--- src/rtl/ams_adc_sampler.sv ---
// -----------------------------------------------------------------------------
// ams_adc_sampler
//
// Consumer of a 1-bit AMS comparator. For each conversion it drives the
// comparator threshold select, waits for the analog front end to settle,
// counts '1' samples over a fixed window and presents {sel, count} on a
// valid/ready output backed by a single-entry holding register.
//
// Build option:
//   AMS_ADC_SAMPLER_SYNC_EN  defined   : comparator bit goes through a 2-flop
//                                        synchronizer (asynchronous source).
//                            undefined : comparator bit goes through a single
//                                        register (clk_i-synchronous source).
//
// Parameters:
//   SEL_W       width of the threshold select
//   WIN_LEN     accumulation window in cycles (>= 1)
//   SETTLE_CYC  settle wait after a select change (>= 1, >= 2 with sync)
//   CNT_W       width of the count, holds WIN_LEN without wrapping
//
// Ports:
//   clk_i          clock
//   rst_ni         asynchronous active-low reset
//   start_i        single-cycle conversion request, honoured only when idle
//   continuous_i   1: start the next window back-to-back after each result
//   sel_cfg_i      requested threshold select
//   sel_o          threshold select driven to the comparator
//   adc_bit_i      comparator output
//   busy_o         high whenever a conversion is in progress
//   smp_valid_o    result valid
//   smp_ready_i    result consumed when valid and ready are both high
//   smp_cnt_o      number of '1' samples in the window
//   smp_sel_o      select value used for the window
//   overrun_o      sticky: an unconsumed result was overwritten
//   clr_overrun_i  clears overrun_o (a simultaneous new overrun wins)
// -----------------------------------------------------------------------------
module ams_adc_sampler #(
    parameter int  SEL_W      = 2,
    parameter int  WIN_LEN    = 255,
    parameter int  SETTLE_CYC = 4,
    localparam int CNT_W      = $clog2(WIN_LEN + 1)
) (
    input  logic             clk_i,
    input  logic             rst_ni,
    input  logic             start_i,
    input  logic             continuous_i,
    input  logic [SEL_W-1:0] sel_cfg_i,
    output logic [SEL_W-1:0] sel_o,
    input  logic             adc_bit_i,
    output logic             busy_o,
    output logic             smp_valid_o,
    input  logic             smp_ready_i,
    output logic [CNT_W-1:0] smp_cnt_o,
    output logic [SEL_W-1:0] smp_sel_o,
    output logic             overrun_o,
    input  logic             clr_overrun_i
);

    localparam int SET_W = $clog2(SETTLE_CYC + 1);

    localparam logic [CNT_W-1:0] WIN_LAST    = CNT_W'(WIN_LEN - 1);
    localparam logic [SET_W-1:0] SETTLE_LAST = SET_W'(SETTLE_CYC);

    typedef enum logic [1:0] {
        IDLE,
        SETTLE,
        ACCUM
    } state_t;

    state_t           state;
    logic [SET_W-1:0] settle_cnt;
    logic [CNT_W-1:0] win_cnt;
    logic [CNT_W-1:0] acc;
    logic             b_s;
    logic             win_done;
    logic             handshake;

    // -------------------------------------------------------------------------
    // Comparator sampling
    // -------------------------------------------------------------------------
`ifdef AMS_ADC_SAMPLER_SYNC_EN
    logic sync_q1;
    logic sync_q2;

    // Two-flop synchronizer: the comparator toggles independently of clk_i,
    // so the first flop may go metastable and is never used directly.
    always_ff @(posedge clk_i or negedge rst_ni) begin
        if (!rst_ni) begin
            sync_q1 <= 1'b0;
            sync_q2 <= 1'b0;
        end else begin
            sync_q1 <= adc_bit_i;
            sync_q2 <= sync_q1;
        end
    end

    assign b_s = sync_q2;
`else
    logic samp_q;

    always_ff @(posedge clk_i or negedge rst_ni) begin
        if (!rst_ni) begin
            samp_q <= 1'b0;
        end else begin
            samp_q <= adc_bit_i;
        end
    end

    assign b_s = samp_q;
`endif

    assign win_done  = (state == ACCUM) && (win_cnt == WIN_LAST);
    assign handshake = smp_valid_o && smp_ready_i;

    // -------------------------------------------------------------------------
    // Conversion FSM. SETTLE holds for SETTLE_CYC+1 edges so that the first
    // result appears 1+SETTLE_CYC+WIN_LEN edges after start is sampled; the
    // same holds after a select change at a window end in continuous mode.
    // -------------------------------------------------------------------------
    // NOTE: every register here is written with <= so all of them update from
    // the same pre-edge values; a blocking = would let later statements see
    // this cycle's new value and silently change the pipeline timing.
    always_ff @(posedge clk_i or negedge rst_ni) begin
        if (!rst_ni) begin
            state      <= IDLE;
            sel_o      <= '0;
            busy_o     <= 1'b0;
            settle_cnt <= '0;
            win_cnt    <= '0;
            acc        <= '0;
        end else begin
            case (state)
                IDLE: begin
                    if (start_i) begin
                        sel_o      <= sel_cfg_i;
                        settle_cnt <= '0;
                        busy_o     <= 1'b1;
                        state      <= SETTLE;
                    end
                end

                SETTLE: begin
                    if (settle_cnt == SETTLE_LAST) begin
                        win_cnt <= '0;
                        acc     <= '0;
                        state   <= ACCUM;
                    end else begin
                        settle_cnt <= settle_cnt + SET_W'(1);
                    end
                end

                ACCUM: begin
                    if (win_done) begin
                        // The result register captures acc + b_s on this edge.
                        win_cnt <= '0;
                        acc     <= '0;
                        if (!continuous_i) begin
                            busy_o <= 1'b0;
                            state  <= IDLE;
                        end else if (sel_cfg_i != sel_o) begin
                            sel_o      <= sel_cfg_i;
                            settle_cnt <= '0;
                            state      <= SETTLE;
                        end
                    end else begin
                        win_cnt <= win_cnt + CNT_W'(1);
                        acc     <= acc + CNT_W'(b_s);
                    end
                end

                default: begin
                    busy_o <= 1'b0;
                    state  <= IDLE;
                end
            endcase
        end
    end

    // -------------------------------------------------------------------------
    // Single-entry result holding register. Never back-pressures the FSM: a
    // result that finds the register still full overwrites it and flags an
    // overrun. A load on the handshake edge keeps valid high with new data.
    // -------------------------------------------------------------------------
    always_ff @(posedge clk_i or negedge rst_ni) begin
        if (!rst_ni) begin
            smp_valid_o <= 1'b0;
            smp_cnt_o   <= '0;
            smp_sel_o   <= '0;
            overrun_o   <= 1'b0;
        end else begin
            if (win_done) begin
                smp_valid_o <= 1'b1;
                smp_cnt_o   <= acc + CNT_W'(b_s);
                smp_sel_o   <= sel_o;
            end else if (handshake) begin
                smp_valid_o <= 1'b0;
            end

            // Set is written last so it wins over a same-edge clear.
            if (clr_overrun_i) begin
                overrun_o <= 1'b0;
            end
            if (win_done && smp_valid_o && !smp_ready_i) begin
                overrun_o <= 1'b1;
            end
        end
    end

endmodule
--- config.mk ---
export PLATFORM = sky130hd
export DESIGN_NAME = ams_adc_sampler
export DESIGN_NICKNAME = d
export VERILOG_FILES = /design/src/rtl/ams_adc_sampler.sv
export SDC_FILE = /design/constraint.sdc
export NUM_CORES = 1
export LEC_CHECK = 0
export CAP_MARGIN = 25
export CORE_MARGIN = 2
export CORE_UTILIZATION = 49
export CTS_CLUSTER_SIZE = 12
export DETAILED_ROUTE_END_ITERATION = 8
export GPL_TIMING_DRIVEN = 1
export PLACE_DENSITY = 0.87
export SLEW_MARGIN = 20
export SYNTH_ARGS = -nofsm -noshare
export SYNTH_HDL_FRONTEND = slang
export SYNTH_SLANG_ARGS = --single-unit
--- constraint.sdc ---
create_clock -name clk_i -period 1.6 [get_ports clk_i]
set_input_delay 0.32 -clock clk_i [delete_from_list [all_inputs] [get_ports clk_i]]
set_output_delay 0.32 -clock clk_i [all_outputs]
set_load 0.01 [all_outputs]
==> reports/qor.csv <==
stage;metric;value;unit
yosys;Post-Synth XOR/XNOR Area;6.263;%
yosys;Top FF cell, synth;dfrtp_1;
yosys;synthesized instance count;185;
timing;final setup fails;1;
setup_path;Crit. End Element;register;
timing;timing-limited maximum frequency;610.8;MHz
layout;ANT cells;0;
placed_design;Placed Cells;271;
timing;final hold slack;0.3942;ns
setup_path;worst-path cell chain;inv_2 -> ha_4 -> and4b_2 -> nor2_2 -> or4_4 -> a21oi_2;
yosys;cell area after synthesis;1818;um2
global_route;vias in the first global route;1416;
yosys;mux contribution to synthesized area;1.858;%
timing;Final Hold Viols;0;
routing;Pre-antenna DRT Iters;4;
layout;Nets;248;
status;failing checks;negative setup slack;
global_route;first-pass GRT wire length;6.389;mm
setup_path;critical path launch point type;register;
global_route;initial antenna violation count;0;
clock_tree;hold buffers post-CTS;0;
hold_path;Min-Delay Path Class;in2async;
timing;Slew Limit Headroom;80.95;%
yosys;register bit total from synthesis;37;
clock_tree;total CTS buffers;5;
timing;RSZ-0062 raised after global routing;true;
timing;Final min period;1.637;ns
yosys;synth unique cells;36;
routing;DRT Wirelength;3.964;mm
global_route;largest net degree at the start of global routing;38;
clock_tree;Root Buffer;clkbuf_8;
routing;ANT nets after route;0;
timing;worst setup margin;-0.03733;ns
global_route;grt ovf;0;
setup_path;Critical Path AT;1.86;ns
power;Peak VDD IR;0.0007585;V
clock_tree;CTS tree;done;
die;Vert. Die Dim;64.91;um
yosys;Post-synth EDFFs;0;
global_route;overall routing resource usage;20.23;%
yosys;Seq/Total Area, Yosys;50.93;%
layout;share of post-route cells with drive strength above 1;22.65;%
die;initial core utilization;50.42;%
placed_design;IO Port Bufs;23;
clock_tree;clk_lat worst skew;0.30;ns
power;Final Power;3.060;mW
power;LEAKAGE;1.122;nW
setup_path;Worst path max stage delay;0.49;ns
timing;Max Slew Vio Count;0;
placed_design;gpl congestion;0.8102;
routing;Starting DRT DRC Count;146;
setup_path;Setup CP Type;reg2reg;
yosys;syn nets;200;
layout;Post-Layout Cell Count;282;
setup_path;Max FO, Critical Path;4;
yosys;Synth Area in Adders;4.129;%
setup_path;Worst Path Required;1.83;ns
die;Ports;24;
yosys;Avg Inst Size Synth;9.827;um2
yosys;Ys Warns;0;
timing;Tightest Pin Transition;0.2850;ns
power;Cell Pwr Density;1265;nW/um2
yosys;Synth Area in Compound Gates;15.21;%
routing;routed len/inst;14.06;um
layout;# fillers;267;
setup_path;critical path's slowest cell;or4_4;
placed_design;dpl hpwl;2.617;mm
routing;vias per inst;5.397;
yosys;Post-synth ARST share;100.0;%
die;core area;3606;um2
clock_tree;Worst-path clk slew;0.07;ns
clock_tree;TritonCTS Sinks;37;
timing;clk_skew;0.004902;ns
layout;Layout area overhead;33.10;%
yosys;largest family of logic cells by synthesized area;simple AND/OR/NAND/NOR gates;
timing;fin crit share;102.3;%
die;DIE AREA;4213;um2
yosys;simple-gate share of the synthesized area;17.34;%
routing;via count;1522;
clock_tree;CTS max path bufs;2;
clock_tree;H-tree depth;2;
die;Chip Width;64.91;um
status;run status;finished, violations left;
die;Cell Rows;22;
routing;DRC;0;
run;Max Cap Viol;0;
==> flip-flops by register name (all words and copies together) (netlist names), 2 cells and up <==
register / count
acc: 8
smp_cnt_o: 8
win_cnt: 8
settle_cnt: 3
sel_o: 2
smp_sel_o: 2
state: 2
==> what timing repair did <==
action | CTS | global route
endpoints found under the setup margin | 5 | 12
pin swaps | 2 | 2
gates resized for setup | 7 | 10
setup buffers | 1 | 2
cloned | 0 | 0
hold endpoints to repair | 0 | 0
==> metrics by stage <==
step	worst slack (ns)	utilization [%]	area, um2	TNS [ns]
after global placement	-0.1114	62.63	2258	-0.4837
after CTS	-0.003119	65.61	2366	-0.003119
after global routing	-0.09813	67.11	2420	-0.1623
final	-0.03733	67.11	2420	-0.03733
after floorplan	-0.05344	-	1837	-0.1069
after detailed placement	-0.1850	62.63	2258	-0.8539
==> kinds of logic after synthesis <==
group,count (synthesis)
AO/OA/AOI/OAI,45
buffers and inverters,16
flip-flops,37
multiplexers,3
XOR/XNOR,13
adder cells (fa/ha/maj),6
AND/OR/NAND/NOR,65
==> layout make-up <==
| class | count | area (um2) | area share, % |
|---|---|---|---|
| Clock buffer | 6 | 72.57 | 2.999 |
| Clock inverter | 2 | 10.01 | 0.4137 |
| Inverter | 8 | 30.03 | 1.241 |
| Multi-Input combinational cell | 132 | 877.1 | 36.25 |
| Sequential cell | 37 | 925.9 | 38.26 |
| Tap cell | 48 | 60.06 | 2.482 |
| Timing Repair Buffer | 49 | 444.2 | 18.36 |
==> synthesized netlist by cell type (all sizes together), types with 4 or more instances <==
| cell type | number | area (um2) |
|---|---|---|
| nand2 | 28 | 105.1 |
| a21oi | 11 | 55.05 |
| dfrtp | 37 | 925.9 |
| nor2 | 11 | 43.80 |
| ha | 6 | 75.07 |
| a31oi | 9 | 56.30 |
| inv | 8 | 30.03 |
| nand3 | 6 | 30.03 |
| nand2b | 5 | 31.28 |
| and3 | 4 | 25.02 |
| xnor2 | 4 | 35.03 |
| buf | 5 | 36.28 |
| xor2 | 9 | 78.83 |
| o21ai | 13 | 65.06 |
==> placed cells by master, fill, tap and decap left out, types with 2 or more instances in the layout <==
| cell type | Yosys | layout |
|---|---|---|
| ha_1 | 6 | 4 |
| clkdlybuf4s50_1 | 0 | 22 |
| a22o_1 | 2 | 2 |
| a21oi_2 | 0 | 2 |
| inv_1 | 8 | 5 |
| inv_2 | 0 | 3 |
| xnor2_1 | 4 | 4 |
| dfrtp_1 | 37 | 37 |
| nor2b_1 | 2 | 2 |
| nand2_1 | 28 | 28 |
| mux2_4 | 0 | 2 |
| clkbuf_8 | 0 | 5 |
| o21ai_0 | 13 | 13 |
| nand4_1 | 3 | 3 |
| nand2b_1 | 5 | 5 |
| xor2_1 | 9 | 9 |
| and3_1 | 4 | 3 |
| nand3_1 | 6 | 6 |
| clkinv_2 | 0 | 2 |
| a21oi_1 | 11 | 9 |
| buf_4 | 2 | 24 |
| a31oi_1 | 9 | 9 |
| nor2_1 | 10 | 10 |
| a211oi_2 | 0 | 2 |
==> where the power goes <==
group | switching (mW) | total, mW | internal (mW)
registers | 0.156 | 1.25 | 1.10
clock network | 0.334 | 0.636 | 0.302
logic | 0.568 | 1.17 | 0.605
total | 1.06 | 3.06 | 2.00
==> critical path: cells and delay by family (launching register included) <==
family,cells,cell delay (ns)
simple gates,3,0.77
fa+ha+maj,1,0.15
compound gates,1,0.15
buf+inv,1,0.10
flops,1,0.41
==> path summary, 6_finish.rpt <==
kind,start,to,slack [ns],cells after the start
worst max-delay path,settle_cnt[0],win_cnt[6],-0.04,6
worst min register to register,smp_sel_o[1],smp_sel_o[1],0.47,2
max in group asynchronous,rst_ni,win_cnt[2],1.02,2
worst min-delay path,rst_ni,acc[5],0.39,2
min in group clk_i,smp_sel_o[1],smp_sel_o[1],0.47,2
worst max register to register,settle_cnt[0],win_cnt[6],-0.04,6
==> per-layer routing <==
layer,global-route usage (%),wire length [um]
met1,24.77,1641
met2,32.99,2007
met3,6.250,237
met4,8.511,78
met5,0,0
(Power assumes the default switching activity.)
